## src/rtl/seq_match_pkg.sv

```systemverilog
// Shared widths and helpers for the multi-channel serial pattern matcher.
package seq_match_pkg;

  // Upper bounds of the supported configuration space; the helpers below
  // operate at these widths, and callers zero-extend their narrower values.
  localparam int PAT_W_MAX = 16;
  localparam int LEN_W_MAX = 5;

  // Width of a channel index (at least one bit even for a single channel).
  function automatic int idx_w(input int n);
    return (n > 1) ? $clog2(n) : 1;
  endfunction

  // Width of a pattern-length field able to hold 0..pat_w.
  function automatic int len_w(input int pat_w);
    return $clog2(pat_w + 1);
  endfunction

  // Lengths beyond the physical history width behave as a full-width match.
  function automatic logic [LEN_W_MAX-1:0] clamp_len(input logic [LEN_W_MAX-1:0] len,
                                                     input int pat_w);
    if (int'(len) > pat_w) return LEN_W_MAX'(pat_w);
    return len;
  endfunction

  // True when the low 'len' bits of value and pattern agree; len = 0 never matches.
  function automatic logic masked_match(input logic [PAT_W_MAX-1:0] value,
                                        input logic [PAT_W_MAX-1:0] pattern,
                                        input logic [LEN_W_MAX-1:0] len);
    logic [PAT_W_MAX:0] mask;
    mask = ((PAT_W_MAX + 1)'(1) << len) - (PAT_W_MAX + 1)'(1);
    return (len != '0) && (((value ^ pattern) & mask[PAT_W_MAX-1:0]) == '0);
  endfunction

endpackage

```

## src/rtl/seq_match_scheduler_rr_arbiter.sv

```systemverilog
// Round-robin arbiter: grants the first requester strictly after ptr, wrapping.
module rr_arbiter
  import seq_match_pkg::*;
#(
  parameter int N_CH = 4,
  localparam int CH_W = idx_w(N_CH)
) (
  input  logic [N_CH-1:0] valid,
  input  logic [CH_W-1:0] ptr,
  output logic [N_CH-1:0] grant,
  output logic [CH_W-1:0] grant_idx,
  output logic            grant_any
);

  int              idx;
  logic [CH_W-1:0] idx_c;

  // Scan from ptr+1 around the ring and take the first valid channel.
  always_comb begin
    // NOTE: every output gets a default before the search loop, so no path
    // through the block leaves a signal unassigned and no latch is inferred.
    grant     = '0;
    grant_idx = '0;
    grant_any = 1'b0;
    idx       = 0;
    idx_c     = '0;
    for (int k = 1; k <= N_CH; k++) begin
      idx = int'(ptr) + k;
      if (idx >= N_CH) idx = idx - N_CH;
      idx_c = CH_W'(idx);
      if (!grant_any && valid[idx_c]) begin
        grant_any    = 1'b1;
        grant_idx    = idx_c;
        grant[idx_c] = 1'b1;
      end
    end
  end

endmodule

```

## src/rtl/seq_match_scheduler.sv

```systemverilog
// Time-multiplexed pattern matcher: one compare engine shared round-robin
// across N_CH serial channels, with per-channel history and match counters.
module seq_match_scheduler
  import seq_match_pkg::*;
#(
  parameter int               N_CH    = 4,
  parameter int               PAT_W   = 4,
  parameter int               CNT_W   = 8,
  parameter logic [PAT_W-1:0] RST_PAT = PAT_W'(4'b1101),
  parameter int               RST_LEN = 4,
  localparam int              CH_W    = idx_w(N_CH),
  localparam int              LEN_W   = len_w(PAT_W)
) (
  input  logic              clk,
  input  logic              rst_n,
  input  logic [N_CH-1:0]   ch_valid,
  input  logic [N_CH-1:0]   ch_bit,
  output logic [N_CH-1:0]   ch_ready,
  input  logic              cfg_we,
  input  logic [PAT_W-1:0]  cfg_pattern,
  input  logic [LEN_W-1:0]  cfg_len,
  output logic              match_valid,
  output logic [CH_W-1:0]   match_ch,
  input  logic [CH_W-1:0]   rd_ch,
  output logic [CNT_W-1:0]  rd_count
);

  localparam logic [LEN_W-1:0] LEN_RST  = LEN_W'(clamp_len(LEN_W_MAX'(RST_LEN), PAT_W));
  localparam logic [LEN_W-1:0] FILL_MAX = LEN_W'(PAT_W);
  localparam logic [CH_W-1:0]  PTR_RST  = CH_W'(N_CH - 1);

  // Active configuration and arbitration pointer.
  logic [PAT_W-1:0] pattern_q;
  logic [LEN_W-1:0] len_q;
  logic [CH_W-1:0]  ptr_q;

  // Per-channel state.
  logic [PAT_W-1:0] hist_q [N_CH];
  logic [LEN_W-1:0] fill_q [N_CH];
  logic [CNT_W-1:0] cnt_q  [N_CH];

  // Grant path: configuration cycles block all consumption.
  logic [N_CH-1:0] req;
  logic [N_CH-1:0] gnt;
  logic [CH_W-1:0] gnt_idx;
  logic            gnt_any;

  assign req      = cfg_we ? '0 : ch_valid;
  assign ch_ready = gnt;

  rr_arbiter #(.N_CH(N_CH)) u_arb (
    .valid     (req),
    .ptr       (ptr_q),
    .grant     (gnt),
    .grant_idx (gnt_idx),
    .grant_any (gnt_any)
  );

  // Shared engine working on the granted channel.
  logic [PAT_W-1:0] next_hist;
  logic [LEN_W:0]   fill_plus;
  logic [LEN_W-1:0] fill_next;
  logic             hit;

  // Shift the granted bit into that channel's history and evaluate the match.
  always_comb begin
    next_hist = {hist_q[gnt_idx][PAT_W-2:0], ch_bit[gnt_idx]};
    fill_plus = {1'b0, fill_q[gnt_idx]} + (LEN_W + 1)'(1);
    fill_next = (fill_q[gnt_idx] == FILL_MAX) ? FILL_MAX : fill_plus[LEN_W-1:0];
    hit       = gnt_any
             && (fill_plus >= {1'b0, len_q})
             && masked_match(PAT_W_MAX'(next_hist), PAT_W_MAX'(pattern_q),
                             LEN_W_MAX'(len_q));
  end

  // Configuration, arbitration pointer and per-channel history/counters.
  always_ff @(posedge clk or negedge rst_n) begin
    // NOTE: all sequential state uses non-blocking assignments so every
    // register samples the pre-edge values regardless of statement order.
    if (!rst_n) begin
      pattern_q <= RST_PAT;
      len_q     <= LEN_RST;
      ptr_q     <= PTR_RST;
      // NOTE: these arrays are a handful of flops, not a RAM, so clearing
      // them on reset (and on reconfiguration) is cheap and intended.
      for (int i = 0; i < N_CH; i++) begin
        hist_q[i] <= '0;
        fill_q[i] <= '0;
        cnt_q[i]  <= '0;
      end
    end else if (cfg_we) begin
      pattern_q <= cfg_pattern;
      len_q     <= LEN_W'(clamp_len(LEN_W_MAX'(cfg_len), PAT_W));
      ptr_q     <= PTR_RST;
      for (int i = 0; i < N_CH; i++) begin
        hist_q[i] <= '0;
        fill_q[i] <= '0;
        cnt_q[i]  <= '0;
      end
    end else if (gnt_any) begin
      hist_q[gnt_idx] <= next_hist;
      fill_q[gnt_idx] <= fill_next;
      ptr_q           <= gnt_idx;
      if (hit && (cnt_q[gnt_idx] != '1)) begin
        cnt_q[gnt_idx] <= cnt_q[gnt_idx] + CNT_W'(1);
      end
    end
  end

  // Registered match report, one cycle after the consuming edge.
  always_ff @(posedge clk or negedge rst_n) begin
    if (!rst_n) begin
      match_valid <= 1'b0;
      match_ch    <= '0;
    end else begin
      match_valid <= hit;
      if (hit) match_ch <= gnt_idx;
    end
  end

  assign rd_count = cnt_q[rd_ch];

endmodule

```

## config.mk

```make
export PLATFORM = sky130hd
export DESIGN_NAME = seq_match_scheduler
export DESIGN_NICKNAME = d
export VERILOG_FILES = /design/src/rtl/seq_match_pkg.sv /design/src/rtl/seq_match_scheduler_rr_arbiter.sv /design/src/rtl/seq_match_scheduler.sv
export SDC_FILE = /design/constraint.sdc
export NUM_CORES = 1
export LEC_CHECK = 0
export BUFFER_PORTS_ARGS = -buffer_cell sky130_fd_sc_hd__clkbuf_2
export CAP_MARGIN = 20
export CORE_UTILIZATION = 43
export CTS_CLUSTER_DIAMETER = 30
export DETAILED_ROUTE_END_ITERATION = 10
export PLACE_DENSITY = 0.61
export SLEW_MARGIN = 10
export SYNTH_ARGS = -nofsm -noshare
export SYNTH_HDL_FRONTEND = slang
export SYNTH_SLANG_ARGS = --single-unit
```

## constraint.sdc

```tcl
create_clock -name clk -period 7.2 [get_ports clk]
set_clock_uncertainty 0.2 [all_clocks]
set_input_delay 0.36 -clock clk [delete_from_list [all_inputs] [get_ports clk]]
set_output_delay 0.36 -clock clk [all_outputs]
set_load 0.02 [all_outputs]
```

# Word level (Yosys, flattened, before mapping)

Cells that the tools add are included.

Memories kept: 0
Bits in writable memories: 0
Register bits: 72
Memory bits (read-only): 0
Word-level logic and storage cells: 146
Input port bits: 20
Bits in latches: 0

Shift-type cells: 1
Reductions and logical operators: 20
Multiplexer cells: 70
Div/mod/pow operators: 0
$mul: 0
Add/subtract/negate cells: 11
$lt $le $gt $ge: 18
Eq/ne operators: 2
Bitwise logic cells: 7

Operators by type and width:

| cell                    | number |
|---|---|
| $mux W32                | 3 |
| $mux W8                 | 5 |
| $bmux W8 S2             | 2 |
| $bwmux W32              | 1 |
| $mux W16                | 2 |
| $mux W12                | 2 |
| $mux W3                 | 8 |
| $mux W4                 | 6 |
| $mux W2                 | 10 |
| $and A4 B16 Y16         | 1 |
| $bwmux W16              | 1 |
| $demux W8 S2            | 1 |
| $logic_not A16 Y1       | 1 |
| $shl A1 B3 Y16 const A  | 1 |
| $sub A16 B2 Y16 const B | 1 |
| $ge A3 B3 Y1 const B    | 5 |
| $lt A2 B3 Y1 const B    | 5 |
| $mux W1                 | 15 |
| $bwmux W12              | 1 |
| $logic_and A1 B1 Y1     | 12 |
| $or A4 B4 Y4            | 3 |
| $bmux W1 S2             | 5 |
| $add A8 B1 Y8 const B   | 1 |
| $bmux W4 S2             | 1 |
| other kinds (22)        | 36 |

# Logic depth before layout (Yosys ltp)

Gate-level depths: netlist of run 1.

Depth in word-level cells: 28
Mapped depth: 24
Depth with buffers taken out: 17

# By module

From an unflattened synthesis of run 1, not the netlist that was laid out.

Cells, all modules: 473
Area, all modules: 4694.5 um^2

By module, submodules not included:

| module              | area each (um^2) | times used | cells an instance |
|---|---|---|---|
| seq_match_scheduler | 4065.1           | 1          | 387 |
| rr_arbiter          | 629.4            | 1          | 86 |

# Worst setup path after synthesis of run 1

Ideal clock, no wire load.

Path kind: reg-to-reg
Start point: register ptr_q[0]
End point: register cnt_q[9] in the netlist's numbering
Period minus slack after synthesis: 5.898 ns
Cell stages (with the launch flop): 25
Path buffers: 7
Slack: 1.302 ns
Data required time: 6.875 ns
Setup time: 0.125 ns
Arrival time: 5.573 ns
Cells stage by stage: dfstp_2 > buf_6 > inv_1 > ha_1 > buf_2 > or2_2 > o22a_1 > o221a_4 > a21oi_4 > buf_6 > clkbuf_1 > buf_2 > buf_2 > nor2_1 > a31oi_1 > inv_1 > ha_1 > ha_1 > a21oi_1 > nor2b_1 > a211oi_1 > a2111o_1 > or4b_4 > buf_6 > mux2_4

Longest elaborated chain between the ends: 27
Elaborated cells between the ends (all ways): 73

RTL lines:

| item                                                   | line                       | source |
|---|---|---|
| start: declaration                                     | seq_match_scheduler.sv:35  | `logic [CH_W-1:0] ptr_q;` |
| start signal: assignment                               | seq_match_scheduler.sv:103 | `ptr_q <= gnt_idx;` |
| branches (longest 27 deep; another with $add A2 B1 Y3) | n/a                        |  |
| end signal: indexed assignment                         | seq_match_scheduler.sv:105 | `cnt_q[gnt_idx] <= cnt_q[gnt_idx] + CNT_W'(1);` |
| end: declaration                                       | seq_match_scheduler.sv:40  | `logic [CNT_W-1:0] cnt_q [N_CH];` |

Parallel ways; which one is timed is not known. The select of a mux whose other input is x is not followed.
A chain may end at the register's enable or synchronous reset.

# Worst setup path after layout of run 1

Start point: register ptr_q[0]
End point: register cnt_q[17] in the netlist's numbering

The elaborated chain is that of the path after synthesis.

==> insert_results.sql, run 1 <==
INSERT INTO impl_metrics (metric_group, metric, value, unit) VALUES
('status', 'status', 'completed', ''),
('grt', 'all_layer_gr_usage', '22.8', '%'),
('pwr', 'vdd_drop_max', '0.0987', 'mV'),
('timing', 'timing.final.max_slew_violations', '0', ''),
('placed_design', 'placed_area', '4870', 'µm²'),
('worst_setup_path', 'worst_path_largest_cell_delay', '0.82', 'ns'),
('clock_tree', 'clock_tree_from_tritoncts', 'yes', ''),
('timing', 'timing.fmax', '0.170', 'GHz'),
('clock_tree', 'post_cts_setup_repair_bufs', '0', ''),
('worst_setup_path', 'critical_path.top_delay_family', 'compound AO/OA/AOI/OAI gates', ''),
('worst_setup_path', 'timing.critical_path.arrival', '5.94', 'ns'),
('cells_and_area', 'final_layout_size_suffix_gt1_share', '18.9', '%'),
('cells_and_area', 'area_growth_syn_to_layout', '8.68', '%'),
('grt', 'global_route_wire_length_before_repair', '20000', 'µm'),
('yosys', 'netlist_instances', '485', ''),
('timing', 'report.final.hold_viol_count', '0', ''),
('worst_setup_path', 'worst-path-max-fanout', '14', ''),
('placed_design', 'gp_routability_congestion', '0.843', ''),
('clock_tree', 'numClockSinks', '68', ''),
('grt', 'largest_net_degree_at_the_start_of_global_routing', '69', ''),
('yosys', 'synth.cell_area', '4660', 'µm²'),
('yosys', 'combinational_family_with_the_most_area_after_synthesis', 'multiplexers', ''),
('worst_setup_path', 'critPathBufInv', '2', ''),
('timing', 'fin_crit', '5.89', 'ns'),
('yosys', 'synthAdderAreaFrac', '4.03', '%'),
('grt', 'antenna_found_initial', '0', ''),
('yosys', 'postSynth.asyncResetShare', '100', '%'),
('cells_and_area', 'postLayoutCellArea', '5060', 'µm²'),
('placed_design', 'numPortBuffers', '34', ''),
('grt', 'gr-total-overflow', '0', ''),
('yosys', 'synth-compound-area-share', '16.7', '%'),
('worst_setup_path', 'required', '7.25', 'ns'),
('worst_setup_path', 'timing.critical_path.to_type', 'flop', ''),
('yosys', 'synth_sequential_area_ratio', '36.7', '%'),
('route', 'post-route-drc-count', '0', ''),
('min_path', 'hold_class', 'primary input to asynchronous set/reset pin', ''),
('route', 'wl_per_cell', '18.3', 'µm'),
('yosys', 'synth_area_per_cell', '9.60', 'µm²'),
('grt', 'groute.layer.met1.usage', '31.7', '%'),
('route', 'detail_route.iter0.violations', '247', ''),
('die', 'die_h', '106', 'µm'),
('worst_setup_path', 'worst_setup_path_start_kind', 'flop', ''),
('grt', 'use_met2', '35.9', '%'),
('cells_and_area', 'num_antenna_cells', '0', ''),
('yosys', 'synth_xor_xnor_area_share', '1.88', '%'),
('pwr', 'total_leakage_power', '2.25', 'nW'),
('clock_tree', 'cts_max_level', '3', ''),
('yosys', 'synth.mux.area_fraction', '18.5', '%'),
('yosys', 'postSynth.topFlopCell', 'sky130_fd_sc_hd__dfrtp_1', ''),
('timing', 'fin_setup_tns', '0', 'ns'),
('placed_design', 'place_hpwl', '8000', 'µm'),
('cells_and_area', 'layout.filler_cells', '998', ''),
('timing', 'layout_worst_path_cycle_share', '81.8', '%'),
('die', 'die-area', '11200', 'µm²'),
('clock_tree', 'root_buffer', 'sky130_fd_sc_hd__clkbuf_8', ''),
('worst_setup_path', 'count_of_cells_along_the_worst_register_to_register_path', '17', ''),
('route', 'detail_route.first_pass.iterations', '5', ''),
('clock_tree', 'cts.reportedPaths.clkPinSlew', '0.08', 'ns'),
('worst_setup_path', 'timing.critical_path.depth', '17', ''),
('timing', 'setup-violations-final', '0', ''),
('grt', 'first_global_vias', '3889', ''),
('clock_tree', 'clock_insertion_delay_worst_skew', '0.36', 'ns'),
('grt', 'globalRouteMet3Util', '4.54', '%'),
('yosys', 'synth-edff-count', '0', ''),
('worst_setup_path', 'critical_path.most_common_cell', 'sky130_fd_sc_hd__ha_1', ''),
('yosys', 'synth_fp_nets', '520', ''),
('die', 'design.portCount', '35', ''),
('timing', 'rsz_0062_raised_after_global_routing', 'false', ''),
('die', 'row_count', '37', ''),
('yosys', 'synth_seq_cells', '68', ''),
('timing', 'timing.final.ws_setup', '1.31', 'ns');
==> worst register-to-register path, cell delays in order (launching register included) <==
cell                       delay, ns
sky130_fd_sc_hd__dfstp_2        0.74
sky130_fd_sc_hd__inv_1          0.23
sky130_fd_sc_hd__ha_1           0.45
sky130_fd_sc_hd__or2_2          0.33
sky130_fd_sc_hd__o22a_1         0.22
sky130_fd_sc_hd__o221a_4        0.28
sky130_fd_sc_hd__a21oi_4        0.31
sky130_fd_sc_hd__nor2_1         0.09
sky130_fd_sc_hd__a31oi_1        0.26
sky130_fd_sc_hd__inv_1          0.13
sky130_fd_sc_hd__ha_1           0.34
sky130_fd_sc_hd__ha_1           0.29
sky130_fd_sc_hd__a21oi_1        0.06
sky130_fd_sc_hd__nor2b_1        0.11
sky130_fd_sc_hd__a211oi_1       0.05
sky130_fd_sc_hd__a2111o_1       0.48
sky130_fd_sc_hd__or4_1          0.82
sky130_fd_sc_hd__mux2_4         0.39
==> logic make-up (layout without fill, tap and decap cells) <==
group | after synthesis | after routing
adder cells (fa/ha/maj) | 15 | 15
flip-flops | 68 | 68
AO/OA/AOI/OAI | 103 | 103
AND/OR/NAND/NOR | 177 | 177
buffers and inverters | 41 | 65
XOR/XNOR | 10 | 10
multiplexers | 71 | 71
==> through the flow <==
step                util, %  instances  hold WS [ns]
finish                 48.6        645       0.00625
CTS                    48.6        645        0.0236
floorplan                 -        485        -0.136
detailed placement     46.7        628         0.292
global placement       46.7        628         0.295
global route           48.6        645        0.0297
==> cell usage after synthesis, types with 3 or more instances <==
master,number
sky130_fd_sc_hd__or3_1,4
sky130_fd_sc_hd__mux2_2,11
sky130_fd_sc_hd__buf_4,3
sky130_fd_sc_hd__o311ai_0,8
sky130_fd_sc_hd__dfrtp_1,62
sky130_fd_sc_hd__nor3_1,3
sky130_fd_sc_hd__a22oi_1,14
sky130_fd_sc_hd__a31oi_1,6
sky130_fd_sc_hd__a211o_1,3
sky130_fd_sc_hd__o21ai_0,29
sky130_fd_sc_hd__a21oi_1,4
sky130_fd_sc_hd__nor2b_1,4
sky130_fd_sc_hd__a211oi_1,4
sky130_fd_sc_hd__nand4_1,4
sky130_fd_sc_hd__nand2b_1,9
sky130_fd_sc_hd__ha_1,15
sky130_fd_sc_hd__mux2_4,4
sky130_fd_sc_hd__o211ai_1,6
sky130_fd_sc_hd__nand2_1,85
sky130_fd_sc_hd__mux2i_1,45
sky130_fd_sc_hd__o311ai_1,4
sky130_fd_sc_hd__or2_2,4
sky130_fd_sc_hd__buf_2,6
sky130_fd_sc_hd__clkbuf_1,17
sky130_fd_sc_hd__and3_1,6
sky130_fd_sc_hd__nand3_1,27
sky130_fd_sc_hd__xnor2_1,5
sky130_fd_sc_hd__nor2_1,16
sky130_fd_sc_hd__buf_6,3
sky130_fd_sc_hd__xor2_1,5
sky130_fd_sc_hd__mux4_2,9
sky130_fd_sc_hd__dfstp_2,6
sky130_fd_sc_hd__inv_1,9
==> registers in the layout (all words and copies together), names as in the netlist <==
| signal | count |
|---|---|
| fill_q | 12 |
| len_q | 3 |
| cnt_q | 32 |
| match_ch | 2 |
| match_valid | 1 |
| hist_q | 12 |
| ptr_q | 2 |
| pattern_q | 4 |
==> report_power, final <==
group | switching (mW) | internal [mW] | leakage (nW)
Combinational | 0.232 | 0.135 | 1.24
Sequential | 0.0413 | 0.423 | 0.916
Clock | 0.149 | 0.154 | 0.0937
Total | 0.422 | 0.711 | 2.25
==> layout by cell type (no fill, tap or decap), drive strengths merged, types with 4 or more instances in the layout <==
cell / n
nand3: 27
and3: 6
mux4: 9
xor2: 5
or3: 4
mux2: 16
o311ai: 12
clkbuf: 48
buf: 5
o21ai: 31
inv: 9
xnor2: 5
nand2: 86
dfstp: 6
dfrtp: 62
nand2b: 9
or2: 6
ha: 15
nand4: 4
a22oi: 14
a31oi: 6
nor2: 17
mux2i: 46
a21oi: 5
o211ai: 6
nor2b: 4
a211oi: 5
==> area by class of cell <==
class / instances / area (µm²) / share of cell area (%)
Multi-Input combinational cell: 376 / 2750 / 54.4
Tap cell: 136 / 170 / 3.36
Clock buffer: 15 / 176 / 3.49
Clock inverter: 1 / 5.00 / 0.0989
Inverter: 10 / 37.5 / 0.742
Timing Repair Buffer: 39 / 210 / 4.15
Sequential cell: 68 / 1710 / 33.8
==> layer usage <==
layer  vias up  routed length (µm)
li1       1828                   -
met1      1917                5690
met2        96                5410
met3        15                 515
met4         0                 168
met5         -                   0
==> repair_timing <==
action	CTS	global route
hold endpoints to repair	2	0
resized for setup	0	0
hold buffers	1	0
==> worst paths after layout <==
check	startpoint	end	slack [ns]
max in group asynchronous	rst_n	match_valid$_DFF_PN0_	6.20
min in group clk	cfg_pattern[1]	pattern_q[1]$_DFFE_PN0P_	0.04
hold / removal	rst_n	hist_q[1]$_DFFE_PN0P_	0.006
setup / recovery	ptr_q[0]$_DFFE_PN1P_	cnt_q[17]$_DFFE_PN0P_	1.31
setup reg to reg	ptr_q[0]$_DFFE_PN1P_	cnt_q[17]$_DFFE_PN0P_	1.31
hold reg to reg	hist_q[10]$_DFFE_PN0P_	hist_q[10]$_DFFE_PN0P_	0.32
Note: power is estimated with default switching activity, not from simulation.
==> inputs of run 2 (changes only) <==
PLACE_DENSITY = 0.64   (was 0.61)
clock period = 5.1 ns   (was 7.2 ns; I/O delays follow)
==> insert_results.sql, run 2 (synthesized netlist as in run 1, its figures left out) <==
INSERT INTO impl_metrics (metric_group, metric, value, unit) VALUES
('status', 'status', 'completed', ''),
('clock_tree', 'root_buffer', 'sky130_fd_sc_hd__clkbuf_8', ''),
('die', 'die-area', '11200', 'µm²'),
('timing', 'rsz_0062_raised_after_global_routing', 'false', ''),
('placed_design', 'numPortBuffers', '34', ''),
('timing', 'timing.hold.ws', '0.0368', 'ns'),
('timing', 'tightestPinTransition', '0.911', 'ns'),
('timing', 'timing.final.max_slew_violations', '0', ''),
('clock_tree', 'clock_tree_from_tritoncts', 'yes', ''),
('worst_setup_path', 'timing.critical_path.to_type', 'flop', ''),
('route', 'average_vias_per_placed_instance', '5.99', ''),
('worst_setup_path', 'worst_setup_path_start_kind', 'flop', ''),
('cells_and_area', 'final_net_count', '564', ''),
('timing', 'timing.fmax', '0.205', 'GHz'),
('min_path', 'timing.hold.worst.start', 'ch_bit[0]', ''),
('grt', 'global_route_wire_length_before_repair', '20300', 'µm'),
('timing', 'report.final.hold_viol_count', '0', ''),
('worst_setup_path', 'critical_path_class', 'flop to flop', ''),
('grt', 'largest_net_degree_at_the_start_of_global_routing', '69', ''),
('placed_design', 'preCtsSetupSlack', '0.145', 'ns'),
('grt', 'first_global_vias', '3940', ''),
('clock_tree', 'clk_path_buf_depth', '2', ''),
('cells_and_area', 'layout.cells.most_common', 'sky130_fd_sc_hd__nand2_1', ''),
('clock_tree', 'clock_insertion_delay_worst_skew', '0.37', 'ns'),
('cells_and_area', 'num_antenna_cells', '0', ''),
('worst_setup_path', 'worst_r2r_endpoint', 'cnt_q[9]$_DFFE_PN0P_', ''),
('worst_setup_path', 'worst-path-max-fanout', '8', ''),
('die', 'initial_utilization', '44.7', '%'),
('worst_setup_path', 'count_of_cells_along_the_worst_register_to_register_path', '17', ''),
('die', 'row_count', '37', ''),
('clock_tree', 'numCtsBuffers', '9', ''),
('pwr', 'cellPowerDensity', '327', 'nW/µm²'),
('cells_and_area', 'seqCellArea', '1710', 'µm²'),
('min_path', 'hold_class', 'primary input to flop', ''),
('pwr', 'total_leakage_power', '2.38', 'nW'),
('timing', 'maxSlewHeadroom', '39.2', '%'),
('timing', 'timing.final.ws_setup', '0.225', 'ns'),
('clock_tree', 'cts_max_level', '3', ''),
('route', 'detail_route.iter0.violations', '250', ''),
('route', 'post-route-drc-count', '0', ''),
('die', 'design.core.area', '10400', 'µm²'),
('worst_setup_path', 'rrSetupSlack', '0.23', 'ns'),
('cells_and_area', 'final_layout_size_suffix_gt1_share', '22.7', '%'),
('route', 'detail_route.first_pass.iterations', '7', ''),
('timing', 'layout_worst_path_cycle_share', '95.6', '%'),
('cells_and_area', 'largest_register_ff_count', '32', ''),
('die', 'die_width', '106', 'µm'),
('cells_and_area', 'final_core_utilization', '51.5', '%'),
('clock_tree', 'cts.reportedPaths.clkPinSlew', '0.08', 'ns'),
('cells_and_area', 'layoutNonFillerInstCount', '670', ''),
('flow_run', 'maxCapViolations', '0', ''),
('cells_and_area', 'max_flop_register', 'cnt_q', ''),
('route', 'wl_per_cell', '18.1', 'µm'),
('clock_tree', 'post_cts_setup_repair_bufs', '0', ''),
('placed_design', 'place_hpwl', '8490', 'µm'),
('timing', 'setup-violations-final', '0', ''),
('cells_and_area', 'area_growth_syn_to_layout', '15.2', '%'),
('grt', 'all_layer_gr_usage', '23.4', '%'),
('route', 'antenna_violating_nets_post_route', '0', ''),
('worst_setup_path', 'timing.critical_path.arrival', '4.94', 'ns'),
('min_path', 'hold_depth', '3', ''),
('route', 'routed_via_count', '4011', ''),
('cells_and_area', 'layout.filler_cells', '954', ''),
('cells_and_area', 'multiInputGateArea', '2810', 'µm²'),
('cells_and_area', 'top_regs', 'cnt_q (32), fill_q (12), hist_q (12)', ''),
('timing', 'fin_crit', '4.87', 'ns'),
('min_path', 'hold-path-endpoint', 'hist_q[12]$_DFFE_PN0P_', ''),
('worst_setup_path', 'rr_startpoint', 'ptr_q[0]$_DFFE_PN1P_', ''),
('worst_setup_path', 'required', '5.16', 'ns'),
('clock_tree', 'numClockSinks', '68', ''),
('grt', 'gr-total-overflow', '0', ''),
('cells_and_area', 'top_library_cells_by_usage_in_the_layout_fill_and_taps_aside', 'sky130_fd_sc_hd__nand2_1 (85), sky130_fd_sc_hd__dfrtp_1 (62), sky130_fd_sc_hd__mux2i_1 (45), sky130_fd_sc_hd__clkbuf_2 (33), sky130_fd_sc_hd__o21ai_0 (28)', ''),
('pwr', 'vdd_drop_max', '0.147', 'mV'),
('grt', 'antenna_found_initial', '0', ''),
('route', 'postRouteWirelength', '12100', 'µm'),
('die', 'die_h', '106', 'µm'),
('placed_design', 'gp_routability_congestion', '0.862', ''),
('die', 'design.portCount', '35', ''),
('placed_design', 'place_inst', '643', '');
## run 2: timing repair
item | CTS | global route
endpoints found under the hold margin | 72 | 0
endpoints found under the setup margin | 0 | 7
resized for setup | 0 | 3
hold buffers | 11 | 0
## run 2: report_power, final
group / switching, mW / internal, mW
Combinational: 0.363 / 0.245
Clock: 0.220 / 0.274
Sequential: 0.0530 / 0.596
## run 2: routing by layer
layer	wire [µm]	track usage, %
met3	584	4.35
met5	0	0
met1	5770	33.4
met4	235	9.42
met2	5530	35.0
## run 2: worst max path at each step
stage | start | to | slack, ns | cells past startpoint
2_1_floorplan | ptr_q[0]$_DFFE_PN1P_ | cnt_q[9]$_DFFE_PN0P_ | -0.30 | 24
3_3_place_gp | ptr_q[0]$_DFFE_PN1P_ | cnt_q[26]$_DFFE_PN0P_ | 0.32 | 18
6_report | ptr_q[0]$_DFFE_PN1P_ | cnt_q[9]$_DFFE_PN0P_ | 0.23 | 17
4_1_cts | ptr_q[0]$_DFFE_PN1P_ | cnt_q[27]$_DFFE_PN0P_ | 0.14 | 18
5_1_grt | ptr_q[0]$_DFFE_PN1P_ | cnt_q[27]$_DFFE_PN0P_ | 0.005 | 18
3_5_place_dp | ptr_q[0]$_DFFE_PN1P_ | cnt_q[27]$_DFFE_PN0P_ | 0.14 | 18
## run 2: metrics by stage
stage | area [µm²] | TNS [ns] | power (mW)
after global routing | 5360 | 0 | 1.85
after global placement | 5030 | 0 | 1.24
after detailed placement | 5030 | 0 | 1.25
after CTS | 5350 | 0 | 1.75
after floorplan | 4760 | -3.01 | 1.09
final | 5360 | 0 | 1.75
## run 2: worst max-delay path, cell delays in order (launching register included)
cell,delay [ns]
sky130_fd_sc_hd__dfstp_2,0.56
sky130_fd_sc_hd__clkinvlp_4,0.10
sky130_fd_sc_hd__ha_4,0.32
sky130_fd_sc_hd__mux2_2,0.35
sky130_fd_sc_hd__mux2i_1,0.15
sky130_fd_sc_hd__o211ai_1,0.16
sky130_fd_sc_hd__a21oi_4,0.32
sky130_fd_sc_hd__nor2_1,0.07
sky130_fd_sc_hd__a31oi_1,0.26
sky130_fd_sc_hd__inv_1,0.16
sky130_fd_sc_hd__ha_4,0.29
sky130_fd_sc_hd__ha_4,0.26
sky130_fd_sc_hd__a21oi_2,0.04
sky130_fd_sc_hd__nor2b_1,0.11
sky130_fd_sc_hd__a211oi_1,0.06
sky130_fd_sc_hd__a2111o_1,0.41
sky130_fd_sc_hd__or4b_4,0.63
sky130_fd_sc_hd__mux2_4,0.33
## run 2: final cells by class
cell class	instances	share of cell area, %
Timing Repair Buffer	64	7.88
Tap cell	136	3.17
Multi-Input combinational cell	376	52.4
Inverter	10	0.770
Clock inverter	5	1.45
Sequential cell	68	31.9
Clock buffer	11	2.45
==> inputs of run 3 (changes only) <==
--- a/config.mk
+++ b/config.mk
@@ -7,9 +7,9 @@
 export LEC_CHECK = 0
 export BUFFER_PORTS_ARGS = -buffer_cell sky130_fd_sc_hd__clkbuf_2
-export CAP_MARGIN = 20
-export CORE_UTILIZATION = 43
+export CAP_MARGIN = 5
+export CORE_UTILIZATION = 50
 export CTS_CLUSTER_DIAMETER = 30
 export DETAILED_ROUTE_END_ITERATION = 10
-export PLACE_DENSITY = 0.64
+export PLACE_DENSITY = 0.72
 export SLEW_MARGIN = 10
 export SYNTH_ARGS = -nofsm -noshare
==> constraint.sdc (replaced) <==
create_clock -name clk -period 5.1 [get_ports clk]
set_clock_uncertainty 0.2 [all_clocks]
set_input_delay 1.02 -clock clk [delete_from_list [all_inputs] [get_ports clk]]
set_output_delay 1.02 -clock clk [all_outputs]
set_load 0.02 [all_outputs]
==> insert_results.sql, run 3 (synthesized netlist as in run 1, its figures left out) <==
INSERT INTO impl_metrics (metric_group, metric, value, unit) VALUES
('die', 'design.portCount', '35', ''),
('route', 'wl_per_cell', '18.9', 'µm'),
('worst_setup_path', 'worst_setup_path_start_kind', 'flop', ''),
('placed_design', 'place_hpwl', '8640', 'µm'),
('timing', 'fin_crit', '4.81', 'ns'),
('route', 'antenna_violating_nets_post_route', '0', ''),
('flow_run', 'maxCapViolations', '0', ''),
('status', 'status', 'completed', ''),
('placed_design', 'numPortBuffers', '34', ''),
('route', 'post-route-drc-count', '0', ''),
('worst_setup_path', 'timing.critical_path.to_type', 'flop', ''),
('cells_and_area', 'layout.filler_cells', '742', ''),
('timing', 'setup-violations-final', '0', ''),
('clock_tree', 'clk_path_buf_depth', '2', ''),
('route', 'routed_via_count', '4051', ''),
('clock_tree', 'numCtsBuffers', '9', ''),
('min_path', 'hold_depth', '1', ''),
('grt', 'largest_net_degree_at_the_start_of_global_routing', '51', ''),
('timing', 'rsz_0062_raised_after_global_routing', 'false', ''),
('pwr', 'vdd_drop_max', '0.167', 'mV'),
('grt', 'first_global_vias', '4042', ''),
('worst_setup_path', 'count_of_cells_along_the_worst_register_to_register_path', '18', ''),
('worst_setup_path', 'required', '5.16', 'ns'),
('clock_tree', 'clock_tree_from_tritoncts', 'yes', ''),
('grt', 'global_route_wire_length_before_repair', '20300', 'µm'),
('pwr', 'cellPowerDensity', '325', 'nW/µm²'),
('timing', 'timing.final.ws_setup', '0.292', 'ns'),
('route', 'postRouteWirelength', '12100', 'µm'),
('grt', 'antenna_found_initial', '0', ''),
('placed_design', 'gp_routability_congestion', '0.904', ''),
('placed_design', 'preCtsSetupSlack', '0.0376', 'ns'),
('pwr', 'total_leakage_power', '2.38', 'nW'),
('pwr', 'power_total', '1.72', 'mW'),
('cells_and_area', 'layoutNonFillerInstCount', '643', ''),
('cells_and_area', 'area_growth_syn_to_layout', '13.7', '%'),
('timing', 'fin_setup_tns', '0', 'ns'),
('route', 'detail_route.iter0.violations', '290', ''),
('die', 'die_h', '98.5', 'µm'),
('clock_tree', 'numClockSinks', '68', ''),
('cells_and_area', 'num_antenna_cells', '0', ''),
('die', 'die_width', '98.5', 'µm'),
('cells_and_area', 'max_flop_register', 'cnt_q', ''),
('timing', 'report.final.hold_viol_count', '0', ''),
('cells_and_area', 'top_regs', 'cnt_q (32), fill_q (12), hist_q (12)', ''),
('clock_tree', 'cts_max_level', '3', ''),
('timing', 'maxSlewHeadroom', '39.6', '%'),
('cells_and_area', 'final_net_count', '565', ''),
('die', 'die-area', '9700', 'µm²'),
('grt', 'gr-total-overflow', '0', ''),
('route', 'average_vias_per_placed_instance', '6.30', ''),
('grt', 'all_layer_gr_usage', '26.7', '%'),
('min_path', 'hold_class', 'flop to flop', ''),
('route', 'detail_route.first_pass.iterations', '9', ''),
('clock_tree', 'root_buffer', 'sky130_fd_sc_hd__clkbuf_8', ''),
('placed_design', 'place_inst', '627', ''),
('placed_design', 'placed_area', '5090', 'µm²'),
('timing', 'layout_worst_path_cycle_share', '94.3', '%'),
('worst_setup_path', 'critical_path_class', 'flop to flop', ''),
('worst_setup_path', 'timing.critical_path.arrival', '4.87', 'ns'),
('die', 'row_count', '34', ''),
('timing', 'tightestPinTransition', '0.899', 'ns'),
('cells_and_area', 'layout.cells.most_common', 'sky130_fd_sc_hd__nand2_1', ''),
('clock_tree', 'clock_insertion_delay_worst_skew', '0.36', 'ns'),
('cells_and_area', 'postLayoutCellArea', '5290', 'µm²'),
('worst_setup_path', 'rrSetupSlack', '0.29', 'ns'),
('cells_and_area', 'largest_register_ff_count', '32', ''),
('clock_tree', 'cts.reportedPaths.clkPinSlew', '0.08', 'ns'),
('die', 'initial_utilization', '52.6', '%'),
('timing', 'timing.final.max_slew_violations', '0', ''),
('cells_and_area', 'top_library_cells_by_usage_in_the_layout_fill_and_taps_aside', 'sky130_fd_sc_hd__nand2_1 (85), sky130_fd_sc_hd__dfrtp_1 (62), sky130_fd_sc_hd__mux2i_1 (45), sky130_fd_sc_hd__clkbuf_2 (33), sky130_fd_sc_hd__buf_4 (31)', ''),
('cells_and_area', 'final_layout_size_suffix_gt1_share', '24.5', '%'),
('worst_setup_path', 'worst-path-max-fanout', '8', ''),
('timing', 'timing.fmax', '0.208', 'GHz'),
('die', 'design.core.area', '8850', 'µm²');
-- run 3: cell types whose count changed in the layout (fill, tap and decap cells not counted), moves of 2 or more --
cell                            delta
sky130_fd_sc_hd__or4_1             +2
sky130_fd_sc_hd__buf_4            +12
sky130_fd_sc_hd__dlygate4sd3_1    -11
sky130_fd_sc_hd__or4_4             -2
-- run 3: where the power goes --
group / total [mW] / internal, mW / leakage (nW) / switching, mW
Clock: 0.451 / 0.239 / 0.100 / 0.212
Sequential: 0.648 / 0.596 / 0.916 / 0.0517
Combinational: 0.623 / 0.254 / 1.36 / 0.369
Total: 1.72 / 1.09 / 2.38 / 0.632
-- run 3: stage by stage --
stage,utilization (%),hold slack [ns]
CTS,59.7,0.311
finish,59.8,0.299
global placement,57.6,0.283
global route,59.8,0.329
floorplan,-,0.258
detailed placement,57.6,0.285
-- run 3: layer usage --
| metal | GRT usage [%] | part of all wire, % |
|---|---|---|
| met5 | 0 | 0 |
| met1 | 36.1 | 44 |
| met4 | 10.4 | 2.2 |
| met3 | 5.60 | 7.1 |
| met2 | 42.2 | 46 |
-- run 3: critical path: stages (launching register included) --
cell and delay [ns]:
sky130_fd_sc_hd__dfstp_2 0.56, sky130_fd_sc_hd__clkinvlp_4 0.11, sky130_fd_sc_hd__ha_4 0.33, sky130_fd_sc_hd__mux2_2 0.35, sky130_fd_sc_hd__mux2i_1 0.13, sky130_fd_sc_hd__o211ai_1 0.14, sky130_fd_sc_hd__a21oi_4 0.27, sky130_fd_sc_hd__nor2_1 0.08
sky130_fd_sc_hd__a31oi_2 0.20, sky130_fd_sc_hd__inv_1 0.14, sky130_fd_sc_hd__ha_4 0.28, sky130_fd_sc_hd__ha_4 0.26, sky130_fd_sc_hd__a21oi_2 0.04, sky130_fd_sc_hd__nor2b_1 0.10, sky130_fd_sc_hd__a211oi_1 0.06, sky130_fd_sc_hd__a2111o_1 0.45
sky130_fd_sc_hd__buf_4 0.21, sky130_fd_sc_hd__or3_1 0.46, sky130_fd_sc_hd__o311ai_1 0.32
-- run 3: worst paths after layout --
path / start / end
max in group asynchronous: rst_n / pattern_q[0]$_DFFE_PN1P_
hold / removal: match_ch[0]$_DFFE_PN0P_ / match_ch[0]$_DFFE_PN0P_
setup / recovery: ptr_q[0]$_DFFE_PN1P_ / cnt_q[27]$_DFFE_PN0P_
setup reg to reg: ptr_q[0]$_DFFE_PN1P_ / cnt_q[27]$_DFFE_PN0P_
min in group asynchronous: rst_n / pattern_q[1]$_DFFE_PN0P_
hold reg to reg: match_ch[0]$_DFFE_PN0P_ / match_ch[0]$_DFFE_PN0P_
-- run 3: repair_timing --
action	CTS	global route
hold buffers	0	0
buffers inserted	0	0
resized for setup	0	1
setup endpoints to repair	0	5
-- run 3: cell type report --
class | instances | area, µm² | area share, %
clock buffers | 12 | 145 | 2.74
inverters | 10 | 41.3 | 0.780
well taps | 108 | 135 | 2.55
flip-flops and latches | 68 | 1710 | 32.3
repair buffers | 65 | 403 | 7.61
multi-input cells | 376 | 2810 | 53.1
clock inverters | 4 | 48.8 | 0.922
